[src/rtl/display_reset_pkg.sv]
// Shared definitions for the display reset-release sequencer: FSM state
// encodings (also exported on state_dbg) and default timing constants.
package display_reset_pkg;

    typedef enum logic [1:0] {
        ST_ASSERT    = 2'd0,
        ST_WAIT_LOCK = 2'd1,
        ST_STAGE     = 2'd2,
        ST_RELEASED  = 2'd3
    } state_e;

    localparam int DEFAULT_HOLD_CYCLES = 16;
    localparam int DEFAULT_LOCK_FILTER = 4;

endpackage

[src/rtl/reset_release_sequencer_if.sv]
// Lock/soft-reset inputs and sequenced reset outputs of the reset-release
// sequencer; the sequencer takes the slave view.
interface reset_release_sequencer_if #(
    parameter int NUM_STAGES = 3
);
    logic                  pll_locked;
    logic                  soft_reset_req;
    logic [NUM_STAGES-1:0] stage_reset;
    logic                  done;
    logic [1:0]            state_dbg;

    modport master (
        output pll_locked,
        output soft_reset_req,
        input  stage_reset,
        input  done,
        input  state_dbg
    );

    modport slave (
        input  pll_locked,
        input  soft_reset_req,
        output stage_reset,
        output done,
        output state_dbg
    );
endinterface

[src/rtl/sync_ff_chain.sv]
// Multi-flop synchronizer for a single asynchronous level; clears to 0 on
// the asynchronous active-low reset.
module sync_ff_chain #(
    parameter int SYNC_STAGES = 2
) (
    input  logic clk,
    input  logic rst_n,
    input  logic d,
    output logic q
);
    logic [SYNC_STAGES-1:0] sync_d;
    logic [SYNC_STAGES-1:0] sync_q;

    // Shift the raw input into the low end of the chain.
    always_comb begin
        sync_d = {sync_q[SYNC_STAGES-2:0], d};
    end

    // Synchronizer flops.
    always_ff @(posedge clk or negedge rst_n) begin
        if (!rst_n) begin
            sync_q <= '0;
        end else begin
            sync_q <= sync_d;
        end
    end

    assign q = sync_q[SYNC_STAGES-1];
endmodule

[src/rtl/reset_release_sequencer.sv]
// Releases NUM_STAGES active-high reset lines in ascending order, HOLD_CYCLES
// apart, once the synchronized PLL lock has been stable for LOCK_FILTER cycles.
module reset_release_sequencer
    import display_reset_pkg::*;
#(
    parameter int NUM_STAGES    = 3,
    parameter int HOLD_CYCLES   = DEFAULT_HOLD_CYCLES,
    parameter int COUNTER_WIDTH = 5,
    parameter int SYNC_STAGES   = 2,
    parameter int LOCK_FILTER   = DEFAULT_LOCK_FILTER
) (
    input  logic                     clk_in,
    input  logic                     reset,
    reset_release_sequencer_if.slave bus
);
    localparam int IDX_W = (NUM_STAGES > 1) ? $clog2(NUM_STAGES) : 1;
    localparam logic [COUNTER_WIDTH-1:0] HOLD_LAST   = COUNTER_WIDTH'(HOLD_CYCLES - 1);
    localparam logic [COUNTER_WIDTH-1:0] FILTER_LAST = COUNTER_WIDTH'(LOCK_FILTER - 1);
    localparam logic [COUNTER_WIDTH-1:0] CNT_ONE     = COUNTER_WIDTH'(1);
    localparam logic [IDX_W-1:0]         IDX_LAST    = IDX_W'(NUM_STAGES - 1);
    localparam logic [IDX_W-1:0]         IDX_ONE     = IDX_W'(1);

    logic                     lock_s;
    logic                     abort_s;

    state_e                   state_d,       state_q;
    logic [COUNTER_WIDTH-1:0] filter_d,      filter_q;
    logic [COUNTER_WIDTH-1:0] hold_d,        hold_q;
    logic [IDX_W-1:0]         index_d,       index_q;
    logic [NUM_STAGES-1:0]    stage_reset_d, stage_reset_q;
    logic                     done_d,        done_q;

    sync_ff_chain #(
        .SYNC_STAGES (SYNC_STAGES)
    ) u_lock_sync (
        .clk   (clk_in),
        .rst_n (reset),
        .d     (bus.pll_locked),
        .q     (lock_s)
    );

    // Lock loss or a soft request restarts sequencing from scratch.
    assign abort_s = !lock_s || bus.soft_reset_req;

    // Next-state, counter and output computation.
    always_comb begin
        state_d       = state_q;
        filter_d      = filter_q;
        hold_d        = hold_q;
        index_d       = index_q;
        stage_reset_d = stage_reset_q;
        done_d        = done_q;

        case (state_q)
            ST_ASSERT: begin
                state_d = ST_WAIT_LOCK;
            end
            ST_WAIT_LOCK, ST_STAGE, ST_RELEASED: begin
                // Abort outranks any release falling due on this same edge.
                if (abort_s) begin
                    state_d       = ST_WAIT_LOCK;
                    filter_d      = '0;
                    hold_d        = '0;
                    index_d       = '0;
                    stage_reset_d = '1;
                    done_d        = 1'b0;
                end else if (state_q == ST_WAIT_LOCK) begin
                    if (filter_q == FILTER_LAST) begin
                        state_d  = ST_STAGE;
                        hold_d   = '0;
                        index_d  = '0;
                        filter_d = '0;
                    end else begin
                        filter_d = filter_q + CNT_ONE;
                    end
                end else if (state_q == ST_STAGE) begin
                    if (hold_q == HOLD_LAST) begin
                        stage_reset_d[index_q] = 1'b0;
                        hold_d                 = '0;
                        index_d                = index_q + IDX_ONE;
                        if (index_q == IDX_LAST) begin
                            state_d = ST_RELEASED;
                            done_d  = 1'b1;
                        end else begin
                            state_d = ST_STAGE;
                        end
                    end else begin
                        hold_d = hold_q + CNT_ONE;
                    end
                end else begin
                    stage_reset_d = '0;
                    done_d        = 1'b1;
                end
            end
            default: begin
                state_d       = ST_ASSERT;
                stage_reset_d = '1;
                done_d        = 1'b0;
            end
        endcase
    end

    // State, counter and output registers.
    always_ff @(posedge clk_in or negedge reset) begin
        if (!reset) begin
            state_q       <= ST_ASSERT;
            filter_q      <= '0;
            hold_q        <= '0;
            index_q       <= '0;
            stage_reset_q <= '1;
            done_q        <= 1'b0;
        end else begin
            state_q       <= state_d;
            filter_q      <= filter_d;
            hold_q        <= hold_d;
            index_q       <= index_d;
            stage_reset_q <= stage_reset_d;
            done_q        <= done_d;
        end
    end

    assign bus.stage_reset = stage_reset_q;
    assign bus.done        = done_q;
    assign bus.state_dbg   = state_q;
endmodule

[src/flat_wrapper.sv]
// flat-port wrapper written by rule: the top's interface ports become plain ports
module reset_release_sequencer_flat import display_reset_pkg::*;
#(
    parameter int NUM_STAGES    = 3,
    parameter int HOLD_CYCLES   = DEFAULT_HOLD_CYCLES,
    parameter int COUNTER_WIDTH = 5,
    parameter int SYNC_STAGES   = 2,
    parameter int LOCK_FILTER   = DEFAULT_LOCK_FILTER
)
  (clk_in, reset, bus_pll_locked, bus_soft_reset_req, bus_stage_reset, bus_done, bus_state_dbg);
  reset_release_sequencer_if #(.NUM_STAGES(NUM_STAGES)) bus_i ();
  input  logic clk_in;
  input  logic reset;
  input wire logic [$bits(bus_i.pll_locked)-1:0] bus_pll_locked;
  input wire logic [$bits(bus_i.soft_reset_req)-1:0] bus_soft_reset_req;
  output wire logic [$bits(bus_i.stage_reset)-1:0] bus_stage_reset;
  output wire logic [$bits(bus_i.done)-1:0] bus_done;
  output wire logic [$bits(bus_i.state_dbg)-1:0] bus_state_dbg;
  assign bus_i.pll_locked = bus_pll_locked;
  assign bus_i.soft_reset_req = bus_soft_reset_req;
  assign bus_stage_reset = bus_i.stage_reset;
  assign bus_done = bus_i.done;
  assign bus_state_dbg = bus_i.state_dbg;
  reset_release_sequencer #(.NUM_STAGES(NUM_STAGES), .HOLD_CYCLES(HOLD_CYCLES), .COUNTER_WIDTH(COUNTER_WIDTH), .SYNC_STAGES(SYNC_STAGES), .LOCK_FILTER(LOCK_FILTER)) u_core (.clk_in(clk_in), .reset(reset), .bus(bus_i));
endmodule
[config.mk]
export PLATFORM = sky130hd
export DESIGN_NAME = reset_release_sequencer_flat
export DESIGN_NICKNAME = d
export VERILOG_FILES = /design/src/rtl/display_reset_pkg.sv /design/src/rtl/reset_release_sequencer_if.sv /design/src/rtl/sync_ff_chain.sv /design/src/rtl/reset_release_sequencer.sv /design/src/flat_wrapper.sv
export SDC_FILE = /design/constraint.sdc
export NUM_CORES = 1
export LEC_CHECK = 0
export CORE_ASPECT_RATIO = 1.4
export CORE_MARGIN = 3
export CORE_UTILIZATION = 55
export CTS_BUF_LIST = sky130_fd_sc_hd__clkbuf_4 sky130_fd_sc_hd__clkbuf_8
export DETAILED_ROUTE_END_ITERATION = 6
export PLACE_DENSITY_LB_ADDON = 0.2
export SLEW_MARGIN = 5
export SYNTH_ARGS = -nofsm -noshare
export SYNTH_HDL_FRONTEND = slang
export SYNTH_SLANG_ARGS = --single-unit
[constraint.sdc]
create_clock -name clk_in -period 3.7 [get_ports clk_in]
set_input_delay 0.555 -clock clk_in [delete_from_list [all_inputs] [get_ports clk_in]]
set_output_delay 0.555 -clock clk_in [all_outputs]
set_load 0.03 [all_outputs]
======== Yosys cells after proc, flatten, opt, wreduce, memory -nomap -nowiden ========
Index checks and enable logic that the tools add are counted.
storage, ports and cells
  flip-flop bits (word level) ............. 20
  bits in latches ......................... 0
  bits in writable memories ............... 0
  memory bits (read-only) ................. 0
  bits of input ports ..................... 4
  output and inout bits ................... 6
  logic and storage cells ................. 72
  memories kept ........................... 0
operators by class
  $add $sub $neg .......................... 3
  multipliers ............................. 0
  divide/modulo/power cells ............... 0
  $lt $le $gt $ge ......................... 2
  eq/ne operators ......................... 13
  shift operators ......................... 0
  multiplexer cells ....................... 31
  bitwise operators ....................... 2
  reductions and logical operators ........ 14
operators by type and width
  kind                                                               number
  2-to-1 mux 5 bit                                                   8
  2-to-1 mux 2 bit                                                   10
  2-to-1 mux 3 bit                                                   4
  adder 5 x 1 -> 5 bit, second input constant                        2
  != test 3 x 2 -> 1 bit, second input constant                      3
  AND reduction 3 bit                                                3
  != test 4 x 1 -> 1 bit, second input constant                      2
  AND reduction 4 bit                                                2
  2-to-1 mux 1 bit                                                   7
  equality test 2 bit, second input constant                         3
  nonzero test 3 bit                                                 2
  equality test 5 x 2 -> 1 bit, second input constant                1
  equality test 5 x 4 -> 1 bit, second input constant                1
  != test 4 x 3 -> 1 bit, second input constant                      1
  one-hot mux 2 bit (2 select lines)                                 1
  bitwise AND 3 bit                                                  1
  < comparator 2 x 3 -> 1 bit, second input constant                 1
  NOT 3 bit                                                          1
  OR reduction 3 bit                                                 1
  adder 2 x 1 -> 2 bit, second input constant                        1
  demux 1 bit (select 2 bit)                                         1
  equality test 2 x 1 -> 1 bit, second input constant                1
  greater-or-equal comparator 2 x 1 -> 1 bit, second input constant  1
  logical NOT 2 bit                                                  1
  6 further kinds                                                    6

======== Longest topological paths before layout ========
Gate-level depths: netlist (run 1).
  word-level depth ........................ 10
  depth in mapped cells ................... 6
  depth with buffers taken out ............ 5

======== Cells and area by module ========
From an unflattened synthesis (run 1), not the netlist that was laid out.
unflattened totals
  cells, all modules ...................... 106
  area, all modules ....................... 1067.3 µm²
modules (own cells, without submodules)
  module                   times used  cells an instance  area an instance (µm²)  sequential area each (µm²)
  reset_release_sequencer  1           104                1017.2                  454.2
  sync_ff_chain            1           2                  50.0                    50.0

======== Least setup slack after synthesis (run 1) ========
OpenSTA, ideal clock, no wires.
  kind .................................... register to register
  from .................................... reg u_core.state_q[0] (netlist: u_core.bus.state_dbg[0])
  to ...................................... reg u_core.stage_reset_q[2] (netlist: u_core.bus.stage_reset[2])
  library setup time ...................... 97 ps
  arrival ................................. 1947 ps
  data required time ...................... 3603 ps
  slack ................................... 1656 ps
  cell stages (with the launch flop) ...... 6
  buffers on the path ..................... 0
  period minus slack after synthesis ...... 2044 ps
  path through ............................ dfrtp_1 -> inv_1 -> ha_1 -> or3b_2 -> a2111oi_0 -> o21ai_0
on the way
  longest elaborated chain between the ends .. 4
  elaborated cells between the ends (all ways) .. 10
  classes of those cells .................. eq/ne (5); mux (3); reduce/logical (2)
ends and longest elaborated chain
  item                      line                                                          source
  start: declaration        reset_release_sequencer.sv:26                                 state_e state_d, state_q;
  start signal: assignment  reset_release_sequencer.sv:113                                state_q <= state_d;
  equality test 2 bit       reset_release_sequencer.sv:54, reset_release_sequencer.sv:76
  2-to-1 mux 3 bit          reset_release_sequencer.sv:76                                 end else if (state_q == ST_STAGE) begin
  2-to-1 mux 3 bit          reset_release_sequencer.sv:67                                 end else if (state_q == ST_WAIT_LOCK) begin
  2-to-1 mux 3 bit          reset_release_sequencer.sv:60                                 if (abort_s) begin
  end signal: assignment    reset_release_sequencer.sv:117                                stage_reset_q <= stage_reset_d;
  end: declaration          reset_release_sequencer.sv:30                                 logic [NUM_STAGES-1:0] stage_reset_d, stage_reset_q;
Parallel ways exist; a longest one is shown, timed or not. The select of a mux whose other input is x is not followed.
A chain may end at the register's enable or synchronous reset.

======== Final worst setup path (run 1) ========
Ends and elaborated chain as after synthesis.

==> summary.md, run 1 <==
| Metric | Value |
|---|---|
| Status | `completed` |
| DRT iter0 DRCs | `21` |
| Leakage | `0.588 nW` |
| Ant diodes | `0` |
| Global-route usage over all layers | `17.1%` |
| Clk slew on worst S/H paths | `0.10 ns` |
| Hold buffers post-CTS | `0` |
| Ys flop type | `dfrtp_1` |
| Final setup fails | `0` |
| Synthesized area | `1160 um^2` |
| Resize count post-CTS | `0` |
| Die Span Y | `60.4 um` |
| Sw Share | `21.7%` |
| Setup crit start kind | `register` |
| Reg power frac | `59.9%` |
| Worst slew pin tran | `0.882 ns` |
| IO Port Bufs | `9` |
| Post-Syn Nets | `123` |
| Setup CP Type | `register to register` |
| DR WL/cell | `14.3 um` |
| Area of the core | `1970 um^2` |
| CP endpoint kind | `register` |
| Clk_lat worst skew | `0.30 ns` |
| Int Pwr | `292 uW` |
| Sink Count | `20` |
| Synth area leaders | `dfrtp_1, ha_1, dfstp_2` |
| Root Buffer | `clkbuf_4` |
| Ys Warns | `0` |
| GR Overflow Total | `0` |
| Max_cap viols | `0` |
| DP Worst Slack | `1.33 ns` |
| Post-Layout Cell Count | `142` |
| Via count | `869` |
| Vias in the first global route | `782` |
| R2R setup slack | `1.57 ns` |
| Max VDD drop | `233 uV` |
| Fill cells | `163` |
| Placer Congestion | `0.739` |
| Hold path start | `u_core.u_lock_sync.sync_q[0]$_DFF_PN0_` |
| Synth unique cells | `40` |
| Largest net degree at the start of global routing | `21` |
| Asr flop ratio synth | `100%` |
| Critical path arrival | `2.35 ns` |
| Final Hold Vio Count | `0` |
| CP Launch Point | `u_core.bus.state_dbg[0]$_DFFE_PN0P_` |
| Antenna Violating Nets Remaining | `0` |
| Inserted Clock Buffers | `3` |
| Chip width | `44.9 um` |
| CTS tree | `yes` |
| Tcrit/Tclk final | `57.6%` |
| Clk buf depth | `2` |
| Slew margin rel. | `41.0%` |
| Worst r2r src | `u_core.bus.state_dbg[0]$_DFFE_PN0P_` |
| Top Ports | `10` |
| Number of synthesized flops with an enable pin | `0` |
| Slew Viols, Final | `0` |
| Area leader, netlist | `dfrtp_1` |
| Initial Util | `58.9%` |
| Worst EP required | `3.92 ns` |
| Inst Count DP | `138` |
| # rows | `19` |
| Residual DRC count | `0` |
| Detail Placement HPWL | `1520 um` |
| Die Area | `2710 um^2` |
| Final setup margin | `1.57 ns` |
| Post-CTS Setup Bufs | `0` |
| Power Density | `288 nW/um^2` |
| Initial antenna violation count | `0` |
| Syn_area_per_cell | `10.5 um^2` |
| DR vias/cell | `6.12` |
| Synth top cells by count | `dfrtp_1, inv_1, ha_1, nand3_1` |
| Worst hold slack | `0.363 ns` |
| Combinational Power Share | `6.8%` |
| Synth top area share | `36.6%` |
| Achievable Freq | `0.469 GHz` |
| Clock H-tree levels | `1` |
| Global-route wire length before repair | `3360 um` |
| Sequential-to-total area share from yosys stat | `43.4%` |
| Top-count cell post-synth | `dfrtp_1` |
| RSZ-0062 raised after global routing | `false` |
| Crit path max fanout | `11` |
| Final Net Count | `134` |
| Setup TNS | `0 ns` |
| Clock share of power | `33.3%` |
| Layout overhead on the synthesized area | `11.6%` |
| Hold Crit Class | `register to register` |
| Skew final | `0.000715 ns` |
| Period minus WS final | `2.13 ns` |
| Pre-Repair DR Iteration Count | `4` |
| Syn Inst Count | `111` |
| P_sw | `80.9 uW` |
| Share of cells above drive strength 1 | `14.0%` |
| FF+latch count, synth | `20` |
| Overall routed net length | `2030 um` |
-- per-layer routing --
| metal | global-route usage (%) | wire (um) | vias up |
|---|---|---|---|
| li1 | - | - | 437 |
| met4 | 11.3 | 61 | 0 |
| met3 | 1.78 | 70 | 5 |
| met2 | 28.7 | 1000 | 18 |
| met5 | 0 | 0 | - |
| met1 | 20.3 | 898 | 409 |
-- cell families after synthesis --
group,synth area share (%)
buf+inv,6.03
simple gates,21.7
flops,43.4
compound gates,18.1
fa+ha+maj,8.61
mux,2.15
-- layout make-up --
type	instances	area, um^2	area share (%)
clock buffer	4	36.3	2.80
inverter	12	45.0	3.47
multi-input combinational	75	588	45.3
sequential	20	504	38.9
tap	21	26.3	2.03
timing repair buffer	10	97.6	7.52
-- sequential cells by signal (all words and copies together) (netlist names) --
name,cells
u_core.bus.done,1
u_core.bus.stage_reset,3
u_core.bus.state_dbg,2
u_core.filter_q,5
u_core.hold_q,5
u_core.index_q,2
u_core.u_lock_sync.sync_q,2
-- per-stage QoR --
step | utilization [%] | area (um^2) | power [mW]
3_3_place_gp | 63.9 | 1260 | 0.253
3_5_place_dp | 63.9 | 1260 | 0.253
4_1_cts | 65.8 | 1300 | 0.380
2_1_floorplan | - | 1160 | 0.242
5_1_grt | 65.8 | 1300 | 0.387
6_report | 65.8 | 1300 | 0.373
-- layout by cell type (no fill, tap or decap), types with 3 or more instances in the layout --
| cell type | instances |
|---|---|
| nor3b_1 | 4 |
| a21o_1 | 3 |
| nand3b_1 | 3 |
| clkbuf_4 | 3 |
| a21oi_1 | 4 |
| nand3_1 | 6 |
| ha_1 | 8 |
| inv_1 | 12 |
| nand2_1 | 5 |
| o211ai_1 | 3 |
| o21ai_0 | 5 |
| nand4_1 | 4 |
| dfstp_2 | 3 |
| a31oi_1 | 3 |
| clkdlybuf4s50_1 | 9 |
| dfrtp_1 | 17 |
-- power groups by stage --
stage	combinational [mW]	clock, mW	sequential, mW
2_1_floorplan	0.0141	0	0.228
6_report	0.0254	0.124	0.224
4_1_cts	0.0257	0.131	0.224
3_3_place_gp	0.0250	0	0.228
3_5_place_dp	0.0256	0	0.228
5_1_grt	0.0283	0.134	0.224
-- critical path: stages (launching register included) --
cell and delay [ns]:
dfrtp_1 0.40, inv_1 0.09, ha_1 0.34, or3b_2 0.57, a2111oi_0 0.51, o21ai_0 0.14
-- path summary, 6_finish.rpt --
path / end / depth (start not counted)
setup reg to reg: u_core.bus.stage_reset[2]$_DFFE_PN1P_ / 5
hold / removal: u_core.u_lock_sync.sync_q[1]$_DFF_PN0_ / 0
max in group asynchronous: u_core.filter_q[2]$_DFFE_PN0P_ / 1
hold reg to reg: u_core.u_lock_sync.sync_q[1]$_DFF_PN0_ / 0
setup / recovery: u_core.bus.stage_reset[2]$_DFFE_PN1P_ / 5
min in group asynchronous: u_core.hold_q[4]$_DFFE_PN0P_ / 1
Note: power is estimated with default switching activity, not from simulation.
==> run 2, diff against run 1 <==
- CORE_UTILIZATION: 55 -> 53
- clock period: 3.7 -> 1.7 ns (I/O delays scaled with it)
==> run 2 against run 1 <==
The flow now finishes with violations (negative setup slack). Critical path depth shrank 1. Final cell count grew 18%. Clock-buffer cell count is the same. Global-route usage grew 5.4 points. Sequential share of layout area shrank 6.0 points. Total power grew 120%. First-iteration DRC count grew 57%. Largest cell class unchanged.
==> summary.md, run 2 (same netlist as run 1, synthesis figures left out) <==
| Metric | Value |
|---|---|
| Leading cell type in the layout, fill and taps excluded | `buf_4` |
| Chip width | `45.6 um` |
| Clock share of power | `30.5%` |
| Max VDD drop | `602 uV` |
| Layout overhead on the synthesized area | `32.6%` |
| Area of the core | `2020 um^2` |
| Die Area | `2800 um^2` |
| Max_cap viols | `0` |
| Placer Congestion | `0.814` |
| CTS tree | `yes` |
| Fin area | `1540 um^2` |
| Sw Share | `23.0%` |
| Initial antenna violation count | `0` |
| Top Ports | `10` |
| Worst EP required | `1.90 ns` |
| Setup crit start kind | `register` |
| Setup CP Type | `register to register` |
| Violated checks | `negative setup slack` |
| Overall routed net length | `2680 um` |
| Pre-Repair DR Iteration Count | `4` |
| Antenna Violating Nets Remaining | `0` |
| R2R setup slack | `-0.13 ns` |
| Achievable Freq | `0.547 GHz` |
| Tcrit/Tclk final | `107%` |
| Combinational Power Share | `10.5%` |
| Clk buf depth | `2` |
| Vias in the first global route | `1,045` |
| Final setup fails | `7` |
| Global-route usage over all layers | `22.5%` |
| Residual DRC count | `0` |
| Power Density | `534 nW/um^2` |
| Initial Util | `57.5%` |
| DR vias/cell | `5.99` |
| Crit path max fanout | `3` |
| DR WL/cell | `16.1 um` |
| Clock H-tree levels | `1` |
| Final setup margin | `-0.127 ns` |
| Period minus WS final | `1.83 ns` |
| Clk_lat worst skew | `0.31 ns` |
| P_sw | `190 uW` |
| # rows | `19` |
| Inserted Clock Buffers | `3` |
| Via count | `1,001` |
| Final Hold Vio Count | `0` |
| IO Port Bufs | `9` |
| Sink Count | `20` |
| Slew Viols, Final | `0` |
| Worst slew pin tran | `0.314 ns` |
| Slew margin rel. | `79.0%` |
| Share of cells above drive strength 1 | `36.3%` |
| Post-DP Area | `1460 um^2` |
| Die Span Y | `61.4 um` |
| RSZ-0062 raised after global routing | `true` |
| Detail Placement HPWL | `1950 um` |
| Int Pwr | `634 uW` |
| Fin util | `76.3%` |
| Reg power frac | `59.0%` |
| Skew final | `0.00307 ns` |
| Ant diodes | `0` |
| Status | `finished, violations left` |
| CP endpoint kind | `register` |
| Hold Crit Class | `input port to asynchronous set/reset pin` |
| Global-route wire length before repair | `4420 um` |
| DRT iter0 DRCs | `33` |
| Critical path arrival | `2.03 ns` |
| Clk slew on worst S/H paths | `0.11 ns` |
| Leakage | `0.708 nW` |
| GR Overflow Total | `0` |
| Root Buffer | `clkbuf_4` |
| Most frequent cells in the layout | `buf_4, dfrtp_1, inv_1, nand3_1, ha_1` |
| Final Net Count | `159` |
| Largest net degree at the start of global routing | `21` |
## run 2: cell count changes in the layout (fill, tap and decap cells not counted), moves of 2 or more
cell / delta
nor3b_1: -2
ha_1: -2
buf_4: +24
dfrtp_1: -2
nor3b_2: +2
dfrtp_2: +2
dlygate4sd2_1: +4
clkdlybuf4s50_1: -4
## run 2: path summary, 6_finish.rpt
path | depth (start not counted) | startpoint | endpoint
max in group asynchronous | 2 | reset | u_core.bus.stage_reset[0]$_DFFE_PN1P_
worst max-delay path | 4 | u_core.filter_q[0]$_DFFE_PN0P_ | u_core.hold_q[1]$_DFFE_PN0P_
worst min-delay path | 2 | reset | u_core.index_q[1]$_DFFE_PN0P_
worst min register to register | 0 | u_core.u_lock_sync.sync_q[0]$_DFF_PN0_ | u_core.u_lock_sync.sync_q[1]$_DFF_PN0_
worst max register to register | 4 | u_core.filter_q[0]$_DFFE_PN0P_ | u_core.hold_q[1]$_DFFE_PN0P_
min in group clk_in | 0 | u_core.u_lock_sync.sync_q[0]$_DFF_PN0_ | u_core.u_lock_sync.sync_q[1]$_DFF_PN0_
## run 2: final cells by class
class / instances / area (um^2)
clock buffer: 4 / 30.0
fill: 131 / 479
inverter: 12 / 45.0
multi-input combinational: 75 / 649
sequential: 20 / 507
tap: 21 / 26.3
timing repair buffer: 35 / 284
## run 2: stage by stage
stage          power [mW]  setup WS [ns]  cells  setup TNS (ns)  hold WS, ns
2_1_floorplan       0.531         -0.186    111          -0.375      -0.0406
3_3_place_gp        0.570        -0.0881    158          -0.570        0.334
3_5_place_dp        0.572         -0.139    158           -1.08        0.340
4_1_cts             0.830         -0.138    164          -0.566        0.274
5_1_grt             0.850         -0.204    167          -0.948        0.289
6_report            0.824         -0.127    167          -0.610        0.271
## run 2: power by group through the flow
stage          registers [mW]  logic [mW]  clock network [mW]
2_1_floorplan           0.496      0.0351                   0
3_3_place_gp            0.495      0.0750                   0
3_5_place_dp            0.495      0.0770                   0
4_1_cts                 0.486      0.0817               0.263
5_1_grt                 0.487      0.0953               0.268
6_report                0.486      0.0864               0.251
## run 2: repair_timing
item	in CTS	in global routing
pin swaps	2	7
setup endpoints to repair	11	8
hold buffers	0	0
setup buffers	2	3
resized for setup	8	3
## run 2: per-layer routing
| metal | vias to the layer above | global-route usage (%) | share of wire, % |
|---|---|---|---|
| met1 | 479 | 21.4 | 37 |
| met4 | 0 | 14.2 | 4.2 |
| met3 | 11 | 3.51 | 3.1 |
| li1 | 486 | - | - |
| met2 | 25 | 42.7 | 56 |
| met5 | - | 0 | 0 |
## run 2: critical path, stage by stage, from the launching register on
cell,delay [ns]
dfrtp_1,0.38
ha_2,0.18
or4b_4,0.50
a311oi_4,0.34
mux2_4,0.33
==> run 3, diff against run 2 <==
- SLEW_MARGIN: 5 -> 25
==> results of run 3 <==
The final DEF is identical to that of run 2; final timing and power are the same.
